## src/rtl/zbt_vga_arbiter_pkg.sv

```systemverilog
// Shared widths, frame geometry and payload types for the ZBT/VGA arbiter.
package zbt_vga_arbiter_pkg;

  localparam int unsigned LOG_MEM        = 36;
  localparam int unsigned LOG_ADDR       = 19;
  localparam int unsigned VGA_HPIX       = 640;
  localparam int unsigned VGA_VPIX       = 480;
  localparam int unsigned ZBT_LAT        = 2;
  localparam int unsigned WORDS_PER_LINE = 320;
  localparam int unsigned COORD_W        = 10;

  typedef enum logic [1:0] {
    ARB_IDLE  = 2'd0,
    ARB_READ  = 2'd1,
    ARB_WRITE = 2'd2
  } arb_e;

  // Tag carried alongside an issued read until its data returns.
  typedef struct packed {
    logic valid;
    logic oor;
  } rd_tag_t;

endpackage

```

## src/rtl/delay.sv

```systemverilog
// Fixed-depth register delay line with asynchronous active-low clear.
module delay #(
  parameter int unsigned W = 1,
  parameter int unsigned N = 1
) (
  input  logic         clock,
  input  logic         reset,
  input  logic [W-1:0] d_i,
  output logic [W-1:0] q_o
);

  logic [W-1:0] pipe_q [N];

  always_ff @(posedge clock or negedge reset) begin
    if (!reset) begin
      for (int i = 0; i < N; i++) pipe_q[i] <= '0;
    end else begin
      pipe_q[0] <= d_i;
      for (int i = 1; i < N; i++) pipe_q[i] <= pipe_q[i-1];
    end
  end

  assign q_o = pipe_q[N-1];

endmodule

```

## src/rtl/zbt_vga_arbiter_vga_addr_calc.sv

```systemverilog
// Pixel coordinate to frame-buffer word address; the issue-edge register of
// mem_addr in the arbiter completes this stage.
module vga_addr_calc
  import zbt_vga_arbiter_pkg::*;
#(
  parameter int unsigned ADDR_W = LOG_ADDR,
  parameter int unsigned HPIX   = VGA_HPIX,
  parameter int unsigned VPIX   = VGA_VPIX
) (
  input  logic               bank_i,
  input  logic [COORD_W-1:0] hcount_i,
  input  logic [COORD_W-1:0] vcount_i,
  output logic [ADDR_W-1:0]  addr_c_o,
  output logic               in_range_c_o
);

  localparam int unsigned OFF_W = ADDR_W - 1;

  logic [OFF_W-1:0] vc_ext;
  logic [OFF_W-1:0] off_c;

  // Two pixels per word, so a line is 320 words: v*256 + v*64 + h/2.
  assign vc_ext = OFF_W'(vcount_i);
  assign off_c  = (vc_ext << 8) + (vc_ext << 6) + OFF_W'(hcount_i[COORD_W-1:1]);

  assign addr_c_o     = {bank_i, off_c};
  assign in_range_c_o = (hcount_i < COORD_W'(HPIX)) && (vcount_i < COORD_W'(VPIX));

endmodule

```

## src/rtl/zbt_vga_arbiter.sv

```systemverilog
// ZBT SRAM arbiter: VGA reads from the display bank take priority, capture
// writes fill idle cycles into the back bank, banks swap on frame_flag.
module zbt_vga_arbiter
  import zbt_vga_arbiter_pkg::*;
#(
  parameter int unsigned LOG_MEM  = zbt_vga_arbiter_pkg::LOG_MEM,
  parameter int unsigned LOG_ADDR = zbt_vga_arbiter_pkg::LOG_ADDR,
  parameter int unsigned HPIX     = VGA_HPIX,
  parameter int unsigned VPIX     = VGA_VPIX,
  parameter int unsigned ZBT_LAT  = zbt_vga_arbiter_pkg::ZBT_LAT
) (
  input  logic                clock,
  input  logic                reset,
  input  logic                frame_flag,
  input  logic                vga_flag,
  input  logic [9:0]          clocked_hcount,
  input  logic [9:0]          clocked_vcount,
  output logic [LOG_MEM-1:0]  vga_pixel,
  output logic                done_vga,
  input  logic                wr_req,
  input  logic [LOG_ADDR-2:0] wr_addr,
  input  logic [LOG_MEM-1:0]  wr_data,
  output logic                wr_ack,
  output logic [LOG_ADDR-1:0] mem_addr,
  output logic                mem_we,
  output logic [LOG_MEM-1:0]  mem_write_data,
  input  logic [LOG_MEM-1:0]  mem_read_data
);

  logic                bank_q, bank_d;
  logic [LOG_ADDR-1:0] mem_addr_q, mem_addr_d;
  logic                mem_we_q, mem_we_d;
  logic                wr_ack_q, wr_ack_d;
  logic [LOG_MEM-1:0]  wdata_q, wdata_d;
  rd_tag_t             tag_q, tag_d;
  rd_tag_t             tag_ret;
  logic [LOG_MEM-1:0]  pixel_q, pixel_d;
  logic                done_q, done_d;

  logic [LOG_ADDR-1:0] rd_addr_c;
  logic                rd_in_range_c;
  arb_e                arb_c;

  vga_addr_calc #(
    .ADDR_W (LOG_ADDR),
    .HPIX   (HPIX),
    .VPIX   (VPIX)
  ) u_addr_calc (
    .bank_i       (bank_q),
    .hcount_i     (clocked_hcount),
    .vcount_i     (clocked_vcount),
    .addr_c_o     (rd_addr_c),
    .in_range_c_o (rd_in_range_c)
  );

  // Read tags and write data both ride ZBT_LAT further stages behind issue.
  delay #(.W($bits(rd_tag_t)), .N(ZBT_LAT)) u_rd_pipe (
    .clock (clock),
    .reset (reset),
    .d_i   (tag_q),
    .q_o   (tag_ret)
  );

  delay #(.W(LOG_MEM), .N(ZBT_LAT)) u_wd_pipe (
    .clock (clock),
    .reset (reset),
    .d_i   (wdata_q),
    .q_o   (mem_write_data)
  );

  always_ff @(posedge clock or negedge reset) begin
    if (!reset) begin
      bank_q     <= 1'b0;
      mem_addr_q <= '0;
      mem_we_q   <= 1'b0;
      wr_ack_q   <= 1'b0;
      wdata_q    <= '0;
      tag_q      <= '0;
      pixel_q    <= '0;
      done_q     <= 1'b0;
    end else begin
      bank_q     <= bank_d;
      mem_addr_q <= mem_addr_d;
      mem_we_q   <= mem_we_d;
      wr_ack_q   <= wr_ack_d;
      wdata_q    <= wdata_d;
      tag_q      <= tag_d;
      pixel_q    <= pixel_d;
      done_q     <= done_d;
    end
  end

  always_comb begin
    arb_c      = ARB_IDLE;
    bank_d     = bank_q ^ frame_flag;
    mem_addr_d = mem_addr_q;
    mem_we_d   = 1'b0;
    wr_ack_d   = 1'b0;
    wdata_d    = wdata_q;
    tag_d      = '0;
    pixel_d    = pixel_q;
    done_d     = 1'b0;

    // An out-of-range strobe still returns a done but leaves the bus free.
    if (vga_flag && rd_in_range_c) begin
      arb_c = ARB_READ;
    end else if (wr_req && !wr_ack_q) begin
      arb_c = ARB_WRITE;
    end

    tag_d.valid = vga_flag;
    tag_d.oor   = vga_flag & ~rd_in_range_c;

    case (arb_c)
      ARB_READ: begin
        mem_addr_d = rd_addr_c;
      end
      ARB_WRITE: begin
        mem_addr_d = {~bank_q, wr_addr};
        mem_we_d   = 1'b1;
        wr_ack_d   = 1'b1;
        wdata_d    = wr_data;
      end
      default: ;
    endcase

    if (tag_ret.valid) begin
      done_d  = 1'b1;
      pixel_d = tag_ret.oor ? '0 : mem_read_data;
    end
  end

  assign vga_pixel = pixel_q;
  assign done_vga  = done_q;
  assign wr_ack    = wr_ack_q;
  assign mem_addr  = mem_addr_q;
  assign mem_we    = mem_we_q;

endmodule

```

## config.mk

```make
export PLATFORM = sky130hd
export DESIGN_NAME = zbt_vga_arbiter
export DESIGN_NICKNAME = d
export VERILOG_FILES = /design/src/rtl/zbt_vga_arbiter_pkg.sv /design/src/rtl/delay.sv /design/src/rtl/zbt_vga_arbiter_vga_addr_calc.sv /design/src/rtl/zbt_vga_arbiter.sv
export SDC_FILE = /design/constraint.sdc
export NUM_CORES = 1
export LEC_CHECK = 0
export CORE_MARGIN = 2
export CORE_UTILIZATION = 45
export DETAILED_ROUTE_END_ITERATION = 10
export PLACE_DENSITY = 0.86
export SLEW_MARGIN = 20
export SYNTH_ARGS = -nofsm -noshare
export SYNTH_HDL_FRONTEND = slang
export SYNTH_HIERARCHICAL = 1
export SYNTH_SLANG_ARGS = --single-unit
export TNS_END_PERCENT = 100
```

## constraint.sdc

```tcl
create_clock -name clock -period 4.4 [get_ports clock]
set_input_delay 1.32 -clock clock [delete_from_list [all_inputs] [get_ports clock]]
set_output_delay 1.32 -clock clock [all_outputs]
set_load 0.02 [all_outputs]
```

==> results by group <==
Status
  – Status: complete, no violations

Logic synthesis
  – Top_reg_cell synth: dfrtp_1
  – Cell variety after synth: 37
  – Async SR Flop Fraction: 1.000
  – Synthesized area: 6872 µm²
  – Mapped Nets: 657
  – Top-area cell type share of the netlist area: 0.6264
  – Flops & latches, synth: 172
  – Post-synthesis sequential area ratio: 0.6264
  – Syn avg cell area: 13.19 µm²
  – Post-synth EDFFs: 0
  – Synth top area cells: dfrtp_1, mux2_4, buf_4
  – Synth top cells by count: dfrtp_1, o21ai_0, buf_4
  – Synth area leader: dfrtp_1
  – Most frequent cell after synthesis: dfrtp_1
  – Mapped Cells: 521
  – Yosys warning total: 6

Clocking
  – Clock root cell: clkbuf_16
  – Hold buffer count at cts: 0
  – Clk Latency, worst-skew pair: 0.41 ns
  – Post-CTS sizing: 0
  – # H-tree levels: 4
  – Clock transition at path regs: 0.07 ns
  – Clk buf depth: 2
  – TritonCTS clock tree: done
  – Sink Count: 172
  – Post-CTS Setup Inserts: 0
  – CTS Buf Count: 17

Min path
  – WHS Endpoint: u_wd_pipe/q_o[6]$_DFF_PN0_
  – Min-Delay Path Class: flip-flop to flip-flop
  – Hold Path Depth: 0
  – Hold Crit Start: u_wd_pipe/pipe_q[42]$_DFF_PN0_

Routing
  – DRT iter0 DRCs: 169
  – Drt first pass iters: 4
  – DRC errors left: 0
  – Vias per cell: 4.858
  – Antenna Nets Post-Route: 0
  – Via count: 4304
  – WL final: 14.31 mm
  – WL/cell: 16.16 µm

Cells and area
  – Reg area: 4305 µm²
  – # diodes: 0
  – Final core occ: 0.6244
  – Multi-input gate area: 1948 µm²
  – Layout area overhead: 36.60%
  – Nets: 822
  – Fillers: 1100
  – Non-Filler Instances: 886
  – Fraction of layout cells with a size suffix above 1: 0.1175

Pwr
  – Pleak: 4.226 nW
  – PD cells: 460.3 nW/µm²
  – Max VDD drop: 0.0002420 V

Floorplanning
  – Core area: 15030 µm²
  – Die area: 16270 µm²
  – Starting density of the core: 0.4571
  – Ports: 209
  – Row Count: 45
  – Width of the chip: 127.6 µm
  – Die Y: 127.6 µm

Place
  – Routability Congestion: 0.7943
  – Detailed-placement wirelength estimate: 10.26 mm
  – Cells after DPL: 855
  – Port-buffer cells: 207

Worst setup path
  – Critical path startpoint category: primary input
  – CP top delay family: adder cells
  – CP endpoint kind: flip-flop
  – Crit path largest cell delay: 0.54 ns
  – CP Max Fanout: 2
  – Reg-to-reg startpoint: wr_ack$_DFF_PN0_
  – CP max-delay cell: fa_1
  – Setup Crit Path Kind: primary input to flip-flop
  – WP data required: 4.67 ns
  – Reg2reg path depth: 4
  – Worst r2r dst: wdata_q[29]$_DFFE_PN0N_
  – CP cell instances: clkdlybuf4s50_1 -> inv_1 -> fa_1 -> inv_1 -> fa_1 -> a21oi_1 -> nor2_1 -> nor3_2 -> a21oi_1 -> xor2_1 -> nand2_1 -> o21ai_0
  – Buf/Inv on CP: 3
  – CP Data Arrival Time: 3.92 ns
  – R2R setup slack: 2.61 ns

STA
  – Fin. max-slew vios: 0
  – Final hold slack: 0.3428 ns
  – Hold Violations, Final: 0
  – Setup violators final: 0
  – Tmin final: 3.650 ns
  – Slew HR: 0.3220
  – Setup tns final: 0 ns
  – Final cycle utilization of the critical path: 0.8296
  – Worst-margin pin slew: 1.017 ns
  – Final clock skew: 0.007661 ns
  – RSZ-0062 raised after global routing: false
  – Fmax: 0.2740 GHz

GRT
  – Total Routing Usage GR: 0.1798
  – First-pass GRT wire length: 22.85 mm
  – Largest net degree at the start of global routing: 103
  – Initial antenna violation count: 0
  – Grt ovf: 0
  – Vias in the first global route: 4566

Job
  – Max Cap Viol: 0
report_power, final:
| part | internal [mW] | total, mW | leakage [nW] | switching (mW) |
|---|---|---|---|---|
| Clock | 0.803 | 1.45 | 0.289 | 0.648 |
| Sequential | 1.84 | 1.96 | 2.06 | 0.126 |
| Combinational | 0.489 | 0.907 | 1.88 | 0.418 |
| Total | 3.13 | 4.32 | 4.23 | 1.19 |
stage by stage:
stage	worst slack [ns]	area, µm²	total power, mW
finish	0.7497	9387	4.321
global route	0.6464	9387	4.511
CTS	0.7994	9387	4.375
detailed placement	0.3671	8802	2.900
global placement	0.4309	8802	2.860
floorplan	1.105	6872	2.500
routing by layer:
layer	wire length, µm	track usage	vias up	share of wire
met5	0	0	-	0
met4	265	0.06399	0	0.019
met3	1095	0.05235	20	0.076
met2	6939	0.2985	186	0.48
met1	6013	0.2260	2090	0.42
li1	-	-	2008	-
cells in the final DEF (no fill, tap or decap), types with 17 or more instances in the layout:
cell type / instances
o21ai_0: 57
mux2_4: 29
dfrtp_1: 171
mux2i_1: 18
inv_1: 42
nand2_1: 22
clkdlybuf4s50_1: 206
ha_1: 19
clkbuf_16: 17
nand3b_1: 37
cells by family (layout without fill, tap and decap cells):
logic type | count (synthesis) | in the layout | synth area share
fa+ha+maj | 21 | 21 | 0.04042
simple gates | 87 | 87 | 0.07648
xor+xnor | 10 | 10 | 0.01275
flops | 172 | 172 | 0.6264
compound gates | 68 | 68 | 0.05280
mux | 54 | 54 | 0.1011
buf+inv | 109 | 286 | 0.09013
worst reg2reg max path: stages, from the launching register on:
cell	delay, ns
dfrtp_1	0.43
nand2b_1	0.17
or2_2	0.49
buf_12	0.26
mux2_4	0.31
area by class of cell:
| class | count | area share |
|---|---|---|
| sequential | 172 | 0.4587 |
| timing repair buffer | 213 | 0.2297 |
| multi-input combinational | 240 | 0.2075 |
| clock buffer | 17 | 0.04532 |
| tap | 188 | 0.02506 |
| clock inverter | 14 | 0.01693 |
| inverter | 42 | 0.01680 |
registers in the layout, summed over array words and instances (netlist names), 2 cells and up:
| name | count |
|---|---|
| wdata_q | 36 |
| vga_pixel | 36 |
| u_wd_pipe/pipe_q | 36 |
| mem_addr | 19 |
| tag_q | 2 |
| u_rd_pipe/pipe_q | 2 |
| u_rd_pipe/q_o | 2 |
| u_wd_pipe/q_o | 36 |
worst max-delay path by stage:
stage	start	endpoint	slack, ns	cells after the start
final	clocked_hcount[9]	mem_addr[15]$_DFFE_PN0P_	0.75	12
after global routing	clocked_hcount[9]	mem_addr[17]$_DFFE_PN0P_	0.65	12
after CTS	clocked_vcount[0]	mem_addr[15]$_DFFE_PN0P_	0.80	12
after detailed placement	clocked_vcount[0]	mem_addr[15]$_DFFE_PN0P_	0.37	12
after global placement	clocked_hcount[9]	mem_addr[17]$_DFFE_PN0P_	0.43	12
after floorplan	clocked_hcount[9]	mem_addr[17]$_DFFE_PN0P_	1.10	11
(Power assumes the default switching activity.)
==> edit 1, RTL diff (same settings) <==
Change the package constant `ZBT_LAT` from 2 to 1.
--- a/src/rtl/zbt_vga_arbiter_pkg.sv
+++ b/src/rtl/zbt_vga_arbiter_pkg.sv
@@ -5,7 +5,7 @@
   localparam int unsigned LOG_ADDR       = 19;
   localparam int unsigned VGA_HPIX       = 640;
   localparam int unsigned VGA_VPIX       = 480;
-  localparam int unsigned ZBT_LAT        = 2;
+  localparam int unsigned ZBT_LAT        = 1;
   localparam int unsigned WORDS_PER_LINE = 320;
   localparam int unsigned COORD_W        = 10;
 
Behaviour: not the same (Yosys sat finds a counterexample within 4 cycles, from zero or initial values and one cycle with reset low).
==> edit 1 against the unedited design <==
- combinational power is 2% lower
- hold slack better by 0.0043 ns
- area after synthesis decreased by 18%
- power shrank 13%
- sequential cell count is 38 lower
- cell area decreased by 11%
- highest routed layer unchanged
- non-clock buffer count down 1
- critical endpoint is now mem_addr[17]
- count of clock-buffer cells in the layout up 1
- cell count down 6.5%
- largest cell class unchanged
- synthesized cell count down 15%
- largest power group unchanged
- worst setup slack worse by 0.026 ns
- first-iteration DRC count increased by 33%
- routed wire length down 6.6%
==> edit 1: results (changes against the unedited design) <==
The flow ran to the end, and the final reports show no timing, DRC or antenna violations. For hold timing, the worst endpoint is u_rd_pipe/q_o[0]. The maximum ir drop on the vdd rail came out at 0.2018 mV (-17%). The post-synth net total is 581 (-12%). The leakage power came to 3.742 nW (-11%).

In the synthesized netlist, the cells that appear most often are sky130_fd_sc_hd__dfrtp_1 (134), sky130_fd_sc_hd__o21ai_0 (57), sky130_fd_sc_hd__inv_1 (42), sky130_fd_sc_hd__nand3b_1 (37), sky130_fd_sc_hd__mux2_4 (29). The met2 demand-to-capacity share in global routing is 34.11% (+4.3 points). The total routing resource utilization after global routing came out at 20.27% (+2.3 points). The met1 usage in global routing came out at 24.36% (+1.8 points).

The sequential-cell power consumption came out at 1.54 mW (-21%). The depth of the worst register-to-register path is 5 (+1). The mean routed wirelength per cell was 16.15 um (about the same). The met2 wirelength from detailed routing is 6558 um (-5.5%). The proportion of layout cells with a drive suffix above 1 came to 12.27% (+0.52 points).

By area the synthesized netlist is led by sky130_fd_sc_hd__dfrtp_1 (60%), sky130_fd_sc_hd__mux2_4 (7.7%), sky130_fd_sc_hd__o21ai_0 (5.1%). The worst slack on hold paths is 0.3470 ns (+0.004253 ns). The fraction of the core area covered by cells at the end of the flow is 68.96% (+6.5 points). The placed standard-cell area was 7781 um^2 (-12%). The last weighted congestion value of the routability-driven placer is 0.7757 (-2.3%).

The arrival time of data at the critical path endpoint is 4.00 ns (+0.08 ns). The global-route wire length before repair is 20770 um (-9.1%). The met3 usage in global routing is 6.538% (+1.3 points). The flip-flop and latch count after synthesis is 134 (-22%). The count of placed standard cells including taps came out at 796 (-6.9%). The HPWL reported at the end of detailed placement came out at 9392 um (-8.4%). The final-layout clock-cell area share is 6.802% (+0.58 points). The vias after detailed routing is 3979 (-7.6%). The register-to-register setup slack came out at 2.44 ns (-0.17 ns). The switching share of power came out at 28.49% (+0.89 points). The worst setup slack after placement came out at 0.3064 ns (-0.06067 ns).

The relative contribution of combinational cells to total power is 23.6% (+2.6 points). The final routed wirelength across all metal layers is 13370 um (-6.6%). The share of synthesized area occupied by flip-flops and latches was 59.50% (-3.1 points). The non-clock buffer area fraction after layout came out at 25.30% (+2.3 points).

The startpoint identified for the worst hold timing path is tag_q[0]. The pin count of the biggest net entering global routing came out at 115 (+12%). The overall power is 3.779 mW (-13%). The minimum setup slack in the final design is 0.7241 ns (-0.02560 ns). The final net count is 783 (-4.7%). The setup clock skew after layout is 0.005220 ns (-0.002441 ns). The DRC marker count from the first detailed-route iteration is 225 (+33%).

The sequential cell area share was 40.16% (-5.7 points). The number of non-clock buffers in the layout came to 212 (-0.47%). The number of filler cells placed in the layout is 866 (-21%). The synthesized area divided by synthesized cell count came out at 12.66 um^2 (-4.0%). The transition time of the tightest slew-check pin is 1.017 ns (+0.00009203 ns).

The endpoint identified for the worst register-to-register timing path is wdata_q[3]. The detailed-route wire length on metal 1 was 5514 um (-8.3%). The clock buffer count in the final layout was 18 (+1).
edit 1: cell types whose count changed in the layout (fill, tap and decap cells not counted), sizes merged:
cell and delta:
dfrtp -38, clkinv -4, clkinvlp +3, buf -2, clkbuf +2, inv +1
edit 1: how the worst max path moves through the flow:
stage | to | slack, ns | cells past startpoint
after floorplan | mem_addr[17] | 1.10 | 11
after global placement | mem_addr[17] | 0.45 | 12
after detailed placement | mem_addr[17] | 0.31 | 12
after CTS | mem_addr[17] | 0.72 | 12
after global routing | mem_addr[17] | 0.54 | 12
final | mem_addr[17] | 0.72 | 12
edit 1: cells by family (layout without fill, tap and decap cells):
logic type / after synthesis / in the layout / synth area share [%]
compound gates: 68 / 68 / 6.439
buf+inv: 71 / 286 / 5.928
fa+ha+maj: 21 / 21 / 4.929
flops: 134 / 134 / 59.50
xor+xnor: 10 / 10 / 1.554
simple gates: 87 / 87 / 9.326
mux: 54 / 54 / 12.32
==> edit 2, RTL diff (same settings) <==
Without the edit above. Reset style: synchronous (`reset`), changed in 2 clocked blocks. Comments in the files are not updated.
--- a/src/rtl/delay.sv
+++ b/src/rtl/delay.sv
@@ -11,7 +11,7 @@
 
   logic [W-1:0] pipe_q [N];
 
-  always_ff @(posedge clock or negedge reset) begin
+  always_ff @(posedge clock) begin
     if (!reset) begin
       for (int i = 0; i < N; i++) pipe_q[i] <= '0;
     end else begin
--- a/src/rtl/zbt_vga_arbiter.sv
+++ b/src/rtl/zbt_vga_arbiter.sv
@@ -68,7 +68,7 @@
     .q_o   (mem_write_data)
   );
 
-  always_ff @(posedge clock or negedge reset) begin
+  always_ff @(posedge clock) begin
     if (!reset) begin
       bank_q     <= 1'b0;
       mem_addr_q <= '0;
Function: differs if reset is asserted again (counterexample within 4 cycles, from zero or initial values and one cycle with reset low); with reset held inactive, the same outputs for 10 cycles.
==> edit 2 against the unedited design <==
- area after synthesis up 0.73%
- cell area down 1.5%
- routed wire length up 8.9%
- power down 19%
- maximum frequency down 1.1%
- worst setup slack worse by 0.040 ns
- sequential share of layout area down 8.6 points
- clock skew down 0.0015 ns
- sequential cell count unchanged
==> edit 2: results (changes against the unedited design) <==
The maximum ir drop on the vdd rail was 0.2467 mV (+1.9%). The leakage power is 3.616 nW (-14%). The HPWL reported at the end of detailed placement was 10410 um (+1.5%). The sequential cell area share was 37.25% (-8.6 points). The post-synthesis xor/xnor area fraction came to 1.265% (-0.0092 points). The clock buffer count in the final layout was 18 (+1).

The post-synth net total is 858 (+31%). The mean routed wirelength per cell is 14.69 um (-9.1%). The multiplexer area fraction after synthesis came out at 0% (-10 points). The run finished with clean final reports. The met2 demand-to-capacity share in global routing is 33.53% (+3.7 points).

The met2 wirelength from detailed routing came out at 7830 um (+13%). The vias after detailed routing was 5222 (+21%). The share of synthesized area occupied by flip-flops and latches came to 49.75% (-13 points). The met1 usage in global routing is 22.30% (-0.29 points). The transition time of the tightest slew-check pin was 0.9720 ns (-0.04500 ns). The reg-to-reg endpoint is vga_pixel[10]. The startpoint of the worst register-to-register path is u_rd_pipe/pipe_q[0][3]. The last weighted congestion value of the routability-driven placer came to 0.8259 (+4.0%). The fraction of the mapped netlist area in compound gates is 13.39% (+8.1 points).

The setup clock skew after layout came out at 0.006167 ns (-0.001494 ns). The DRC marker count from the first detailed-route iteration is 299 (+77%). Yosys attributes the largest share of cell area to sky130_fd_sc_hd__dfxtp_1 (50%), sky130_fd_sc_hd__and2_2 (7.8%), sky130_fd_sc_hd__nor2b_1 (6.8%).

The gate count of the mapped netlist came out at 722 (+39%). The register-to-register setup slack was 2.25 ns (-0.36 ns). The count of placed standard cells including taps came out at 1029 (+20%). The final routed wirelength across all metal layers is 15590 um (+8.9%). The proportion of layout cells with a drive suffix above 1 came to 13.75% (+2.0 points). The post-route clock period utilization came out at 83.87% (+0.91 points).

The area inside the core boundary is 15090 um^2 (+0.37%). The number of global-route vias before repair came out at 5133 (+12%). The final-layout clock-cell area share is 5.848% (-0.38 points). Following the worst setup path forward leads to its endpoint at mem_addr[17]. The non-clock buffer area fraction after layout came to 23.09% (+0.13 points). The length of routed met3 wiring is 744 um (-32%). The sequential-cell power consumption is 1.65 mW (-16%).

The power spent charging and discharging nets is 0.8787 mW (-26%). The count of inverters not on the clock network in the layout is 6 (-86%). The combined flip-flop and latch cell area came out at 3443 um^2 (-20%).

The total routing resource utilization after global routing was 19.30% (+1.3 points). The proportion of cell area occupied by multi-input gates is 31.01% (+10 points). The global-route wire length before repair is 24860 um (+8.8%). The number of filler cells placed in the layout is 1246 (+13%). The adder and majority gate portion of the synthesized area came to 4.013% (-0.029 points). In the synthesized netlist, the cells that appear most often are sky130_fd_sc_hd__dfxtp_1 (172), sky130_fd_sc_hd__nor2b_1 (75), sky130_fd_sc_hd__and2_2 (72), sky130_fd_sc_hd__buf_4 (57), sky130_fd_sc_hd__nand2_1 (42). The detailed-route wire length on metal 1 is 6652 um (+11%). The worst setup slack after placement is 0.3056 ns (-0.06143 ns).

The number of multi-input combinational cells in the layout came out at 449 (+87%). The placed standard-cell area is 8702 um^2 (-1.1%). The most used flip-flop cell after synthesis is sky130_fd_sc_hd__dfxtp_1. The number of distinct library cell variants in the gate-level netlist after synthesis came out at 41 (+11%).

The number of non-clock buffers in the layout is 214 (+0.47%).
## edit 2: how the worst min path moves through the flow
stage / slack (ns) / startpoint / end / cells past startpoint
after floorplan: 0.41 / u_rd_pipe/pipe_q[0][0] / u_rd_pipe/pipe_q[0][2] / 1
after global placement: 0.41 / u_rd_pipe/pipe_q[0][0] / u_rd_pipe/pipe_q[0][2] / 1
after detailed placement: 0.41 / u_rd_pipe/pipe_q[0][0] / u_rd_pipe/pipe_q[0][2] / 1
after CTS: 0.43 / u_rd_pipe/pipe_q[0][0] / u_rd_pipe/pipe_q[0][2] / 1
after global routing: 0.44 / u_rd_pipe/pipe_q[0][0] / u_rd_pipe/pipe_q[0][2] / 1
final: 0.43 / u_rd_pipe/pipe_q[0][0] / u_rd_pipe/pipe_q[0][2] / 1
## edit 2: worst reg2reg max path: cells and delay by family (launching register included)
kind / cells / cell delay, ns
buf+inv: 2 / 0.71
flops: 1 / 0.31
simple gates: 2 / 0.97
compound gates: 1 / 0.09
